===== src/rtl/ula_pkg.sv =====
// ula_pkg: opcodes, FSM encoding and BCD digit sizing shared by the sequential ALU
package ula_pkg;
  localparam logic [2:0] OP_ADD = 3'd0;
  localparam logic [2:0] OP_SUB = 3'd1;
  localparam logic [2:0] OP_AND = 3'd2;
  localparam logic [2:0] OP_OR  = 3'd3;
  localparam logic [2:0] OP_XOR = 3'd4;
  localparam logic [2:0] OP_MUL = 3'd5;
  localparam logic [2:0] OP_DIV = 3'd6;
  localparam logic [2:0] OP_MOD = 3'd7;
  localparam logic [1:0] S_IDLE = 2'd0;
  localparam logic [1:0] S_EXEC = 2'd1;
  localparam logic [1:0] S_CONV = 2'd2;
  localparam logic [1:0] S_DONE = 2'd3;
  function automatic int digits_f(input int width);
    longint v;
    int d;
    v = (longint'(1) << (2 * width)) - 1;
    d = 1;
    for (int i = 0; i < 20; i++)
      if (v >= 10) begin
        v = v / 10;
        d++;
      end
    return d;
  endfunction
endpackage


===== src/rtl/ula_sequencial_if.sv =====
// ula_sequencial_if: operand request / result bundle of the sequential ALU
interface ula_sequencial_if #(parameter int WIDTH = 4) ();
  import ula_pkg::*;
  localparam int DIGITS = digits_f(WIDTH);
  logic                  start;
  logic [WIDTH-1:0]      A_in;
  logic [WIDTH-1:0]      B_in;
  logic                  Cin;
  logic [2:0]            OP_sel;
  logic                  busy;
  logic                  done;
  logic [2*WIDTH-1:0]    result;
  logic [4*DIGITS-1:0]   bcd_out;
  logic                  is_negative;
  logic                  LED_Cout;
  logic                  LED_OV;
  logic                  LED_Z;
  logic                  LED_ERR;
  modport master (output start, A_in, B_in, Cin, OP_sel,
                  input busy, done, result, bcd_out, is_negative, LED_Cout, LED_OV, LED_Z, LED_ERR);
  modport slave (input start, A_in, B_in, Cin, OP_sel,
                 output busy, done, result, bcd_out, is_negative, LED_Cout, LED_OV, LED_Z, LED_ERR);
endinterface


===== src/rtl/ula_sequencial_bcd.sv =====
// bin_para_bcd_seq: double-dabble converter, one input bit shifted in per cycle after load
module bin_para_bcd_seq #(
  parameter int WIDTH_IN = 8,
  parameter int DIGITS   = 3
) (
  input  logic                  clk,
  input  logic                  rst_n,
  input  logic                  load,
  input  logic [WIDTH_IN-1:0]   bin_in,
  output logic                  busy,
  output logic                  done,
  output logic [4*DIGITS-1:0]   bcd
);
  localparam int CW = $clog2(WIDTH_IN + 1);
  logic [WIDTH_IN-1:0] sh_q, sh_d;
  logic [4*DIGITS-1:0] bcd_q, bcd_d, adj;
  logic [CW-1:0]       cnt_q, cnt_d;
  logic                busy_q, busy_d, done_q, done_d;
  always_comb begin
    for (int i = 0; i < DIGITS; i++)
      adj[4*i+:4] = bcd_q[4*i+:4] >= 4'd5 ? bcd_q[4*i+:4] + 4'd3 : bcd_q[4*i+:4];
    sh_d   = sh_q;
    bcd_d  = bcd_q;
    cnt_d  = cnt_q;
    busy_d = busy_q;
    done_d = 1'b0;
    if (load) begin
      sh_d   = bin_in;
      bcd_d  = '0;
      cnt_d  = CW'(WIDTH_IN);
      busy_d = 1'b1;
    end else if (busy_q) begin
      sh_d   = sh_q << 1;
      bcd_d  = {adj[4*DIGITS-2:0], sh_q[WIDTH_IN-1]};
      cnt_d  = cnt_q - CW'(1);
      busy_d = cnt_q != CW'(1);
      done_d = cnt_q == CW'(1);
    end
  end
  always_ff @(posedge clk or negedge rst_n)
    if (!rst_n) begin
      sh_q   <= '0;
      bcd_q  <= '0;
      cnt_q  <= '0;
      busy_q <= 1'b0;
      done_q <= 1'b0;
    end else begin
      sh_q   <= sh_d;
      bcd_q  <= bcd_d;
      cnt_q  <= cnt_d;
      busy_q <= busy_d;
      done_q <= done_d;
    end
  assign busy = busy_q;
  assign done = done_q;
  assign bcd  = bcd_q;
endmodule


===== src/rtl/ula_sequencial.sv =====
// ula_sequencial: multi-cycle ALU with iterative mul/div and sequential BCD display conversion
module ula_sequencial
  import ula_pkg::*;
#(
  parameter int WIDTH = 4
) (
  input logic             clk,
  input logic             rst_n,
  ula_sequencial_if.slave bus
);
  localparam int DIGITS = digits_f(WIDTH);
  localparam int W2     = 2 * WIDTH;
  logic [1:0]          state_q, state_d;
  logic [WIDTH-1:0]    a_q, a_d, b_q, b_d;
  logic                cin_q, cin_d;
  logic [2:0]          op_q, op_d;
  logic [3:0]          cnt_q, cnt_d;
  logic [W2-1:0]       acc_q, acc_d, step, res, mag;
  logic [W2-1:0]       result_q, result_d;
  logic [4*DIGITS-1:0] bcd_q, bcd_d, conv_bcd;
  logic                neg_q, neg_d, cout_q, cout_d, ov_q, ov_d, z_q, z_d, err_q, err_d;
  logic [WIDTH:0]      sum, dif, t, nmag;
  logic [WIDTH-1:0]    rem;
  logic                err, iter, last, ge, bsel, upd, conv_load, conv_busy, conv_done;
  always_comb begin
    sum  = {1'b0, a_q} + {1'b0, b_q} + {{WIDTH{1'b0}}, cin_q};
    dif  = {1'b0, a_q} - {1'b0, b_q} - {{WIDTH{1'b0}}, cin_q};
    err  = (op_q == OP_DIV || op_q == OP_MOD) && b_q == '0;
    iter = op_q == OP_MUL || ((op_q == OP_DIV || op_q == OP_MOD) && !err);
    last = !iter || cnt_q == 4'(WIDTH - 1);
    // restoring division: acc holds {partial remainder, dividend/quotient}
    t    = acc_q[W2-1:WIDTH-1];
    ge   = t >= {1'b0, b_q};
    rem  = ge ? WIDTH'(t - {1'b0, b_q}) : t[WIDTH-1:0];
    bsel = |(b_q & (WIDTH'(1) << cnt_q));
    step = op_q == OP_MUL ? acc_q + (bsel ? (W2'(a_q) << cnt_q) : '0)
                          : {rem, acc_q[WIDTH-2:0], ge};
    state_d = state_q;
    a_d     = a_q;
    b_d     = b_q;
    cin_d   = cin_q;
    op_d    = op_q;
    cnt_d   = cnt_q;
    acc_d   = acc_q;
    if (state_q == S_IDLE && bus.start) begin
      state_d = S_EXEC;
      a_d     = bus.A_in;
      b_d     = bus.B_in;
      cin_d   = bus.Cin;
      op_d    = bus.OP_sel;
      cnt_d   = '0;
      acc_d   = bus.OP_sel == OP_MUL ? '0 : W2'(bus.A_in);
    end else if (state_q == S_EXEC) begin
      acc_d   = iter ? step : acc_q;
      cnt_d   = cnt_q + 4'd1;
      state_d = last ? S_CONV : S_EXEC;
    end else if (state_q == S_CONV)
      state_d = conv_done ? S_DONE : S_CONV;
    else if (state_q == S_DONE)
      state_d = S_IDLE;
    // one extra magnitude bit so the most negative difference displays correctly
    nmag = dif[WIDTH-1] ? ~{1'b1, dif[WIDTH-1:0]} + (WIDTH+1)'(1) : {1'b0, dif[WIDTH-1:0]};
    res  = op_q == OP_ADD ? W2'(sum[WIDTH-1:0]) :
           op_q == OP_SUB ? W2'(dif[WIDTH-1:0]) :
           op_q == OP_AND ? W2'(a_q & b_q) :
           op_q == OP_OR  ? W2'(a_q | b_q) :
           op_q == OP_XOR ? W2'(a_q ^ b_q) :
           err ? '0 : acc_d;
    mag  = op_q == OP_SUB ? W2'(nmag) :
           err ? '0 :
           op_q == OP_DIV ? W2'(acc_d[WIDTH-1:0]) :
           op_q == OP_MOD ? W2'(acc_d[W2-1:WIDTH]) : res;
    upd      = state_q == S_CONV && conv_done;
    result_d = upd ? res : result_q;
    bcd_d    = upd ? conv_bcd : bcd_q;
    neg_d    = upd ? op_q == OP_SUB && dif[WIDTH-1] : neg_q;
    cout_d   = upd ? (op_q == OP_ADD ? sum[WIDTH] : op_q == OP_SUB && dif[WIDTH]) : cout_q;
    ov_d     = upd ? (op_q == OP_ADD ? (a_q[WIDTH-1] & b_q[WIDTH-1] & ~sum[WIDTH-1]) |
                                       (~a_q[WIDTH-1] & ~b_q[WIDTH-1] & sum[WIDTH-1]) :
                      op_q == OP_SUB ? (a_q[WIDTH-1] & ~b_q[WIDTH-1] & ~dif[WIDTH-1]) |
                                       (~a_q[WIDTH-1] & b_q[WIDTH-1] & dif[WIDTH-1]) : 1'b0) : ov_q;
    z_d      = upd ? mag == '0 && !err : z_q;
    err_d    = upd ? err : err_q;
  end
  assign conv_load = state_q == S_EXEC && last;
  bin_para_bcd_seq #(.WIDTH_IN(W2), .DIGITS(DIGITS)) u_bcd (
    .clk(clk), .rst_n(rst_n), .load(conv_load), .bin_in(mag),
    .busy(conv_busy), .done(conv_done), .bcd(conv_bcd)
  );
  always_ff @(posedge clk or negedge rst_n)
    if (!rst_n) begin
      state_q  <= S_IDLE;
      a_q      <= '0;
      b_q      <= '0;
      cin_q    <= 1'b0;
      op_q     <= '0;
      cnt_q    <= '0;
      acc_q    <= '0;
      result_q <= '0;
      bcd_q    <= '0;
      neg_q    <= 1'b0;
      cout_q   <= 1'b0;
      ov_q     <= 1'b0;
      z_q      <= 1'b0;
      err_q    <= 1'b0;
    end else begin
      state_q  <= state_d;
      a_q      <= a_d;
      b_q      <= b_d;
      cin_q    <= cin_d;
      op_q     <= op_d;
      cnt_q    <= cnt_d;
      acc_q    <= acc_d;
      result_q <= result_d;
      bcd_q    <= bcd_d;
      neg_q    <= neg_d;
      cout_q   <= cout_d;
      ov_q     <= ov_d;
      z_q      <= z_d;
      err_q    <= err_d;
    end
  assign bus.busy        = state_q == S_EXEC || conv_busy || conv_done;
  assign bus.done        = state_q == S_DONE;
  assign bus.result      = result_q;
  assign bus.bcd_out     = bcd_q;
  assign bus.is_negative = neg_q;
  assign bus.LED_Cout    = cout_q;
  assign bus.LED_OV      = ov_q;
  assign bus.LED_Z       = z_q;
  assign bus.LED_ERR     = err_q;
endmodule


===== src/flat_wrapper.sv =====
// flat-port wrapper written by rule: the top's interface ports become plain ports
module ula_sequencial_flat import ula_pkg::*;
#(
  parameter int WIDTH = 4
)
  (clk, rst_n, bus_start, bus_A_in, bus_B_in, bus_Cin, bus_OP_sel, bus_busy, bus_done, bus_result, bus_bcd_out, bus_is_negative, bus_LED_Cout, bus_LED_OV, bus_LED_Z, bus_LED_ERR);
  ula_sequencial_if #(.WIDTH(WIDTH)) bus_i ();
  input logic clk;
  input logic rst_n;
  input wire logic [$bits(bus_i.start)-1:0] bus_start;
  input wire logic [$bits(bus_i.A_in)-1:0] bus_A_in;
  input wire logic [$bits(bus_i.B_in)-1:0] bus_B_in;
  input wire logic [$bits(bus_i.Cin)-1:0] bus_Cin;
  input wire logic [$bits(bus_i.OP_sel)-1:0] bus_OP_sel;
  output wire logic [$bits(bus_i.busy)-1:0] bus_busy;
  output wire logic [$bits(bus_i.done)-1:0] bus_done;
  output wire logic [$bits(bus_i.result)-1:0] bus_result;
  output wire logic [$bits(bus_i.bcd_out)-1:0] bus_bcd_out;
  output wire logic [$bits(bus_i.is_negative)-1:0] bus_is_negative;
  output wire logic [$bits(bus_i.LED_Cout)-1:0] bus_LED_Cout;
  output wire logic [$bits(bus_i.LED_OV)-1:0] bus_LED_OV;
  output wire logic [$bits(bus_i.LED_Z)-1:0] bus_LED_Z;
  output wire logic [$bits(bus_i.LED_ERR)-1:0] bus_LED_ERR;
  assign bus_i.start = bus_start;
  assign bus_i.A_in = bus_A_in;
  assign bus_i.B_in = bus_B_in;
  assign bus_i.Cin = bus_Cin;
  assign bus_i.OP_sel = bus_OP_sel;
  assign bus_busy = bus_i.busy;
  assign bus_done = bus_i.done;
  assign bus_result = bus_i.result;
  assign bus_bcd_out = bus_i.bcd_out;
  assign bus_is_negative = bus_i.is_negative;
  assign bus_LED_Cout = bus_i.LED_Cout;
  assign bus_LED_OV = bus_i.LED_OV;
  assign bus_LED_Z = bus_i.LED_Z;
  assign bus_LED_ERR = bus_i.LED_ERR;
  ula_sequencial #(.WIDTH(WIDTH)) u_core (.clk(clk), .rst_n(rst_n), .bus(bus_i));
endmodule

===== config.mk =====
export PLATFORM = sky130hd
export DESIGN_NAME = ula_sequencial_flat
export DESIGN_NICKNAME = d
export VERILOG_FILES = /design/src/rtl/ula_pkg.sv /design/src/rtl/ula_sequencial_if.sv /design/src/rtl/ula_sequencial_bcd.sv /design/src/rtl/ula_sequencial.sv /design/src/flat_wrapper.sv
export SDC_FILE = /design/constraint.sdc
export NUM_CORES = 1
export LEC_CHECK = 0
export ABC_CLOCK_PERIOD_IN_PS = 11000
export CORE_MARGIN = 1
export CORE_UTILIZATION = 62
export DETAILED_ROUTE_END_ITERATION = 8
export GPL_ROUTABILITY_DRIVEN = 0
export HOLD_SLACK_MARGIN = 0.06
export PLACE_DENSITY = 0.84
export SLEW_MARGIN = 20
export SYNTH_ARGS = -nofsm -noshare
export SYNTH_HDL_FRONTEND = slang
export SYNTH_HIERARCHICAL = 1
export SYNTH_SLANG_ARGS = --single-unit
export TNS_END_PERCENT = 5

===== constraint.sdc =====
create_clock -name clk -period 11 [get_ports clk]
set_input_delay 2.2 -clock clk [delete_from_list [all_inputs] [get_ports clk]]
set_output_delay 2.2 -clock clk [all_outputs]
set_load 0.1 [all_outputs]

* Word level (Yosys, flattened, before mapping) *
Index checks and enable logic that the tools add are counted.

operators by class
  magnitude comparators = 4
  equal/unequal tests = 14
  reductions and logical operators = 23
  multipliers = 0
  div/mod/pow operators = 0
  multiplexer cells = 42
  shift-type cells = 2
  add/sub/neg operators = 12
  bitwise gates (word level) = 19

operators with widths
  operator               count
  $mux W8                17
  $mux W4                8
  $mux W12               2
  $eq A3 B3 Y1 const B   5
  $ge A4 B3 Y1 const B   3
  $mux W2                5
  $add A4 B2 Y4 const B  2
  $add A8 B8 Y8          1
  $and A1 B1 Y1          8
  $and A4 B4 Y4          2
  $logic_and A1 B1 Y1    8
  $logic_not A8 Y1       1
  $mux W1                8
  $shl A4 B4 Y8          1
  $eq A3 B2 Y1 const B   2
  $add A4 B4 Y5          1
  $add A5 B1 Y5          1
  $add A5 B1 Y5 const B  1
  $ge A5 B4 Y1           1
  $logic_or A1 B1 Y1     5
  $mux W5                1
  $not A5 Y5             1
  $sub A4 B4 Y5          1
  $sub A5 B1 Y5          1
  other kinds (23)       30

storage, ports and cells
  RAM bits = 0
  output and inout bits = 27
  register bits = 77
  memories = 0
  ROM bits = 0
  word-level logic and storage cells = 135
  input port bits = 15
  bits in latches = 0

* Longest topological paths before layout *
  depth after elaboration = 21
  depth in mapped cells = 15
  depth with buffers taken out = 14

* Hierarchy *
Netlist, hierarchy kept.

by module, submodules not included
  module            times used  area an instance (sq um)  cells each  seq. area each (sq um)
  ula_sequencial    1           3963.8                    456         1276.2
  bin_para_bcd_seq  1           1417.6                    145         650.6

* Worst setup path before layout *
No wires, ideal clock.

  path type = register -> register
  start = register u_core.cnt_q[1]
  end = register u_core.z_q, in the netlist u_core/bus.LED_Z
  setup slack = 7156 ps
  setup time = 92 ps
  stages on the path, launching flop included = 14
  arrival = 3753 ps
  data required time = 10908 ps
  clock period less this slack = 3844 ps
  buffers on the path = 1
  cell sequence = dfrtp_1 clkbuf_1 mux4_2 nand2_1 nor4_1 ha_1 fa_1 a211o_1 a21o_1 and3_1 o311ai_0 o211ai_1 or4b_1 o31ai_2

on the way
  longest elaborated chain between the ends = 21
  elaborated cells between the ends (all ways) = 22
  those cells by class = add/sub (1); shift (2); mux (15); bitwise (1); reduce/logical (3)

RTL lines
  item                     line                   text
  start, declared          ula_sequencial.sv:17   logic [3:0] cnt_q, cnt_d;
  start signal, assigned   ula_sequencial.sv:112  cnt_q <= cnt_d;
  $shl A1 B4 Y4            ula_sequencial.sv:35   bsel = |(b_q & (WIDTH'(1) << cnt_q));
  $and A4 B4 Y4            ula_sequencial.sv:35
  $reduce_or A4 Y1         ula_sequencial.sv:35
  $mux W8 (*)              ula_sequencial.sv:36   step = op_q == OP_MUL ? acc_q + (bsel ? (W2'(a_q) << cnt_q) : '0)
  $add A8 B8 Y8 (*)        ula_sequencial.sv:36
  $mux W8 (*)              ula_sequencial.sv:36
  $mux W8 (*)              ula_sequencial.sv:54   acc_d = iter ? step : acc_q;
  $mux W8 (*)              ula_sequencial.sv:53   end else if (state_q == S_EXEC) begin
  (+6 left out)            -
  $mux W8                  ula_sequencial.sv:63   res = op_q == OP_ADD ? W2'(sum[WIDTH-1:0]) :
  $mux W8                  ula_sequencial.sv:72   op_q == OP_MOD ? W2'(acc_d[W2-1:WIDTH]) : res;
  $mux W8 (*)              ula_sequencial.sv:71   op_q == OP_DIV ? W2'(acc_d[WIDTH-1:0]) :
  $mux W8 (*)              ula_sequencial.sv:70   err ? '0 :
  $mux W8 (*)              ula_sequencial.sv:69   mag = op_q == OP_SUB ? W2'(nmag) :
  named net u_core.mag[0]  ula_sequencial.sv:18   logic [W2-1:0] acc_q, acc_d, step, res, mag;
  $logic_not A8 Y1 (*)     ula_sequencial.sv:82   z_d = upd ? mag == '0 && !err : z_q;
  $logic_and A1 B1 Y1 (*)  ula_sequencial.sv:82
  end signal, assigned     ula_sequencial.sv:119  z_q <= z_d;
  end, declared            ula_sequencial.sv:21   logic neg_q, neg_d, cout_q, cout_d, ov_q, ov_d, z_q, z_d, err_q, err_d;

The timed path passes the listed nets; every way through them passes the cells marked *.
A chain may end at the register's enable or synchronous reset.

* Worst setup path after layout *
  start = register u_core.state_q[1]
  end = output bus_busy

on the way
  longest elaborated chain between the ends = 3

RTL lines
  item                             line                   text
  start, declared                  ula_sequencial.sv:13   logic [1:0] state_q, state_d;
  start signal, assigned           ula_sequencial.sv:107  state_q <= state_d;
  $eq A2 B1 Y1                     ula_sequencial.sv:122  assign bus.busy = state_q == S_EXEC || conv_busy || conv_done;
  $logic_or A1 B1 Y1 (2 in a row)  ula_sequencial.sv:122
  end, declared                    flat_wrapper.sv:15     output wire logic [$bits(bus_i.busy)-1:0] bus_busy;

Every way passes these cells.

==> reports/results.ini <==
[status]
outcome = finished clean

[yosys]
synth_cell_types = 71
syn_area_mm2 = 0.00538
syn-num-nets = 660
avgSynthCellArea_um2 = 8.95
yosysSeqAreaShare_pct = 35.8
yosysWarnings = 6
synth_ff_type = dfrtp_1
synth_edf_count = 0
synth_cells = 601
async_flop_share_pct = 100
yosys_register_bits = 77

[grt]
grt_pass1_wl_um = 21600
track_usage_pct = 31.0
globalRouteOverflowTotal = 0
grt_pass1_vias = 4478
grt_max_degree = 78
antenna_found_initial = 0

[hold_path]
hold_depth = 2
hold_end = u_core/bus.result[4]
min_path_type = flip-flop to flip-flop
hold_start = u_core/bus.result[4]

[timing]
fin_crit_sh_pct = 44.1
max_freq_mhz = 206
min_period_ns = 4.85
final-setup-viol-count = 0
slew_headroom_pct = 34.4
hold_ws_ns = 0.485
maxSlewViolCount = 0
tns_ns = 0
hold_viol_final = 0
tightest_slew_ns = 0.981
finClkSkew_ns = 0.0142
rsz0062_at_grt = no

[critical_path]
worstPathRequired_ns = 8.80
worst_setup_path_start_kind = flip-flop
reg2regPathDepth = 12
reg2reg_to = u_core/bus.LED_Z
cp_max_fo = 10
critPathKind = flip-flop to primary output
regToRegSetupSlack_ns = 6.76
cp-startpoint = u_core/state_q[1]
setup.worst_path.end_class = primary output
worstPathArrival_ns = 2.65
crit-reg2reg-launch = u_core/cnt_q[1]

[die]
die_w_um = 95.2
num_io_pins = 42
start_util_pct = 64.8
die_y_um = 95.2
core_mm2 = 0.00830
die_area_mm2 = 0.00906
num_rows = 33

[cts]
post_cts_resized = 0
cts-root-buf = clkbuf_8
numCtsBuffers = 9
clk_pin_slew_worst_paths_ns = 0.08
clock_path_buffers = 2
h-tree-depth = 3
insertion_delay_ns = 0.35
cts.sinks = 77
cts_tree = yes
postCtsSetupBuffers = 0
postCtsHoldBufs = 0

[drt]
dr.pass1.iters = 5
drtAntennaViolNets = 0
viasPerCell = 6.42
via_count = 4715
wl_um = 13100
drt_iter0_drc = 448
drt-wirelength-per-cell_um = 17.8
route.detailed.drc = 0

[run]
drv_cap = 0

[layout]
nets = 684
utilization_pct = 72.6
syn_to_final_growth_pct = 11.9
drive_gt1_share_pct = 8.90
antenna-diode-count = 0

[place]
io_buffers = 41
dp_hpwl_um = 9260

## per-layer routing
metal	up-vias	wire length, µm	track usage [%]
met5	-	0	0
met4	0	447	11.5
met3	47	944	5.90
met2	226	6360	52.0
met1	2254	5300	39.6
li1	2188	-	-
## metrics by stage
stage	std cells	instance area [µm²]	setup slack, ns
floorplan	601	5380	7.16
global placement	719	5800	6.20
detailed placement	719	5800	6.08
CTS	734	6020	6.15
global route	734	6020	6.08
finish	734	6020	6.15
## final cells by class
class / instances / area, µm²
clock buffer: 10 / 138
clock inverter: 5 / 83.8
fill: 621 / 2280
inverter: 35 / 131
multi-input combinational: 458 / 3180
sequential: 77 / 1930
tap: 105 / 131
timing repair buffer: 44 / 430
## worst max-delay path, cell delays in order (launching register included)
cell and delay [ns]:
dfrtp_1 0.41, inv_1 0.10, ha_1 0.47, or3_1 0.20, clkdlybuf4s50_1 1.12
## placed cells by master (no fill, tap or decap), types with 5 or more instances in the layout
master	synthesis	routed
nor2b_1	6	5
nand3_1	16	16
nand2_1	79	79
o21ai_0	58	58
nor3_1	13	13
nand4_1	6	6
nand2b_1	9	9
a211oi_1	6	6
xnor2_1	11	11
fa_1	6	6
o211ai_1	5	5
or3_1	5	5
nor2_1	40	40
dfrtp_1	77	77
xor2_1	6	6
clkdlybuf4s50_1	0	40
mux2_2	14	14
clkbuf_8	0	10
ha_1	38	38
mux2i_1	20	20
inv_1	35	35
a31oi_1	7	7
a21oi_1	31	31
## synth_stat cells (all sizes together), types with 4 or more instances
cell,n,area (µm²)
ha,38,475
or3,5,31.3
fa,6,120
a21oi,32,164
nand2,79,297
dfrtp,77,1930
nor3,13,65.1
nand3,16,80.1
a211oi,7,57.6
mux2i,20,200
inv,35,131
nor2,40,150
a31oi,7,43.8
clkbuf,13,48.8
a21o,4,30.0
nor2b,6,37.5
and2,4,25.0
nand4,6,37.5
or2,4,25.0
o31ai,5,42.5
nand2b,9,56.3
o311ai,5,43.8
buf,18,97.6
o211ai,5,37.5
o21ai,60,315
xor2,6,52.6
xnor2,11,96.3
nor4,4,31.3
mux2,14,158
## state kept, by name (all words and copies together) (netlist names), 2 cells and up
register            flops
u_core/a_q              4
u_core/acc_q            8
u_core/b_q              4
u_core/bus.bcd_out     12
u_core/bus.result       8
u_core/cnt_q            4
u_core/op_q             3
u_core/state_q          2
u_core/u_bcd/bcd       12
u_core/u_bcd/cnt_q      4
u_core/u_bcd/sh_q       8
## how the worst max path moves through the flow
stage	to	slack, ns	cells after the start
2_1_floorplan	u_core/bus.LED_Z	7.16	13
3_3_place_gp	u_core/bus.LED_Z	6.20	6
3_5_place_dp	u_core/bus.LED_Z	6.08	6
4_1_cts	bus_busy	6.15	4
5_1_grt	bus_busy	6.08	4
6_report	bus_busy	6.15	4
## cells by family (layout without fill, tap and decap cells)
| group | Yosys count | after routing | synth area share [%] |
|---|---|---|---|
| multiplexers | 35 | 35 | 7.07 |
| AO/OA/AOI/OAI | 157 | 157 | 19.3 |
| XOR/XNOR | 17 | 17 | 2.77 |
| adder cells (fa/ha/maj) | 44 | 44 | 11.1 |
| AND/OR/NAND/NOR | 205 | 205 | 18.9 |
| flip-flops | 77 | 77 | 35.8 |
| buffers and inverters | 66 | 94 | 5.16 |
Power is not shown: default switching activity piles up to over one toggle a cycle in this logic, so the estimate is an artifact.
==> patch: new RTL, same flow settings <==
`WIDTH` is set to 4 in 3 places; all go to 2.
--- a/src/rtl/ula_sequencial_if.sv
+++ b/src/rtl/ula_sequencial_if.sv
@@ -1,4 +1,4 @@
 // ula_sequencial_if: operand request / result bundle of the sequential ALU
-interface ula_sequencial_if #(parameter int WIDTH = 4) ();
+interface ula_sequencial_if #(parameter int WIDTH = 2) ();
   import ula_pkg::*;
   localparam int DIGITS = digits_f(WIDTH);
--- a/src/rtl/ula_sequencial.sv
+++ b/src/rtl/ula_sequencial.sv
@@ -3,5 +3,5 @@
   import ula_pkg::*;
 #(
-  parameter int WIDTH = 4
+  parameter int WIDTH = 2
 ) (
   input logic             clk,
--- a/src/flat_wrapper.sv
+++ b/src/flat_wrapper.sv
@@ -2,5 +2,5 @@
 module ula_sequencial_flat import ula_pkg::*;
 #(
-  parameter int WIDTH = 4
+  parameter int WIDTH = 2
 )
   (clk, rst_n, bus_start, bus_A_in, bus_B_in, bus_Cin, bus_OP_sel, bus_busy, bus_done, bus_result, bus_bcd_out, bus_is_negative, bus_LED_Cout, bus_LED_OV, bus_LED_Z, bus_LED_ERR);
Interface: changed (resized bus_A_in, bus_B_in, bus_bcd_out and bus_result); port bits go from 42 to 30. No check against the original RTL was run, so the function may have changed too.
==> patch against the unedited design <==
Fmax grew 2.4%. Highest routed layer unchanged. Routed wire length shrank 46%. Cell count shrank 40%. Non-clock buffer count shrank 14. Largest cell class unchanged. Sequential cell count shrank 25. Global-route usage shrank 5.3 points. Utilization shrank 0.95 points. Setup slack gained 110 ps. Design area shrank 38%. Area after synthesis shrank 36%.
==> patch: results (changes against the unedited design) <==
set qor(run_status) {finished, final reports clean}
set qor(worst_pin_slew_ps) 974 ;# -6.65 ps
set qor(fraction_of_final_layout_cells_with_drive_strength_greater_than_1_pct) 9.16 ;# +0.26 points
set qor(synthesis.nets) 392 ;# -41%
set qor(dp_hpwl_um) 4990 ;# -46%
set qor(timing.critical_path.from) {u_core/u_bcd/busy}
set qor(clock_buffers_created_by_tritoncts) 5 ;# -4
set qor(synth.cells.most_frequent) {52 x sky130_fd_sc_hd__dfrtp_1, 39 x sky130_fd_sc_hd__nand2_1, 23 x sky130_fd_sc_hd__ha_1, 23 x sky130_fd_sc_hd__o21ai_0, 22 x sky130_fd_sc_hd__nor2_1}
set qor(yosysUniqueCellTypes) 70 ;# -1.4%
set qor(grtUsageTotal_pct) 25.7 ;# -5.3 points
set qor(grt_use_met3_pct) 3.71 ;# -2.2 points
set qor(insertion_delay_ps) 310 ;# -40 ps
set qor(use_met1_pct) 33.7 ;# -5.9 points
set qor(path_max_fanout) 26 ;# +16
set qor(grt_pass1_wl_um) 11800 ;# -45%
set qor(rr_endpoint) {u_core/bus.LED_Z}
set qor(htree_num_levels) 2 ;# -1
set qor(io_buffer_count) 29 ;# -29%
set qor(worst-r2r-cell-count) 10 ;# -2
set qor(ff2ff_setup_slack_ps) 7760 ;# +1000 ps
set qor(grt_start_max_net_pins) 53 ;# -32%
set qor(grt_use_met2_pct) 43.0 ;# -9.0 points
set qor(met3_wirelength_um) 255 ;# -73%
set qor(critPathCapture) {bus_busy}
set qor(holdPathStages) 2 ;# unchanged
set qor(holdCritStartpoint) {u_core/bus.LED_Cout}
set qor(wl_met2_um) 3440 ;# -46%
set qor(drt-pass1-iter-count) 4 ;# -1
set qor(netlist_top_cells_area) {sky130_fd_sc_hd__dfrtp_1 38%, sky130_fd_sc_hd__ha_1 8.4%, sky130_fd_sc_hd__nand2_1 4.3%}
set qor(grt_pass1_vias) 2440 ;# -46%
set qor(placed_area_sq_um) 3630 ;# -37%
set qor(r2r-start) {u_core/b_q[1]}
set qor(cp.arrival_ps) 2540 ;# -110 ps
set qor(num_vias) 2599 ;# -45%
set qor(hold_path_end) {u_core/bus.LED_Cout}
set qor(drtIter0Drc) 272 ;# -39%
set qor(route.layer.met1.wl_um) 3200 ;# -40%
set qor(route.final.wire_length_um) 7040 ;# -46%
set qor(ys_seq_area_share_pct) 38.0 ;# +2.2 points
[patch: cell types whose count changed in the layout (fill, tap and decap cells not counted), sizes merged, moves of 12 or more]
| cell | unedited run | this run |
|---|---|---|
| clkdlybuf4s50 | 40 | 28 |
| inv | 36 | 22 |
| nor2 | 40 | 23 |
| o21ai | 60 | 27 |
| dfrtp | 77 | 52 |
| a21oi | 32 | 16 |
| ha | 38 | 23 |
| nand2 | 79 | 40 |
[patch: layout make-up]
class | count | area [sq um]
Clock buffer | 5 | 68.8
Multi-Input combinational cell | 258 | 1870
Sequential cell | 52 | 1300
Tap cell | 70 | 87.6
Inverter | 23 | 86.3
Timing Repair Buffer | 30 | 293
Fill cell | 399 | 1480
Clock inverter | 3 | 23.8
[patch: kinds of logic after synthesis]
family | Yosys count | share of synthesized area, %
multiplexers | 17 | 5.26
AND/OR/NAND/NOR | 113 | 16.8
XOR/XNOR | 6 | 1.53
AO/OA/AOI/OAI | 94 | 19.5
adder cells (fa/ha/maj) | 28 | 11.3
buffers and inverters | 43 | 7.52
flip-flops | 52 | 38.0
[patch: tightest hold or removal path: cells and delay by family (launching register included)]
family	cells	cell delay (ps)
compound gates	1	50
simple gates	1	50
flops	1	350
[patch: power by group]
| group | total, mW | internal [mW] | switching (mW) | leakage (nW) |
|---|---|---|---|---|
| clock network | 0.110 | 0.0451 | 0.0647 | 0.0404 |
| logic | 0.650 | 0.259 | 0.391 | 0.967 |
| registers | 0.357 | 0.248 | 0.108 | 0.682 |
[patch: through the flow]
step	hold slack (ps)	worst slack (ps)	cells	utilization [%]
finish	483	6260	441	71.6
global route	529	6160	441	71.6
CTS	488	6230	441	71.6
detailed placement	466	6580	433	69.8
global placement	461	6600	433	69.8
floorplan	489	7310	353	-
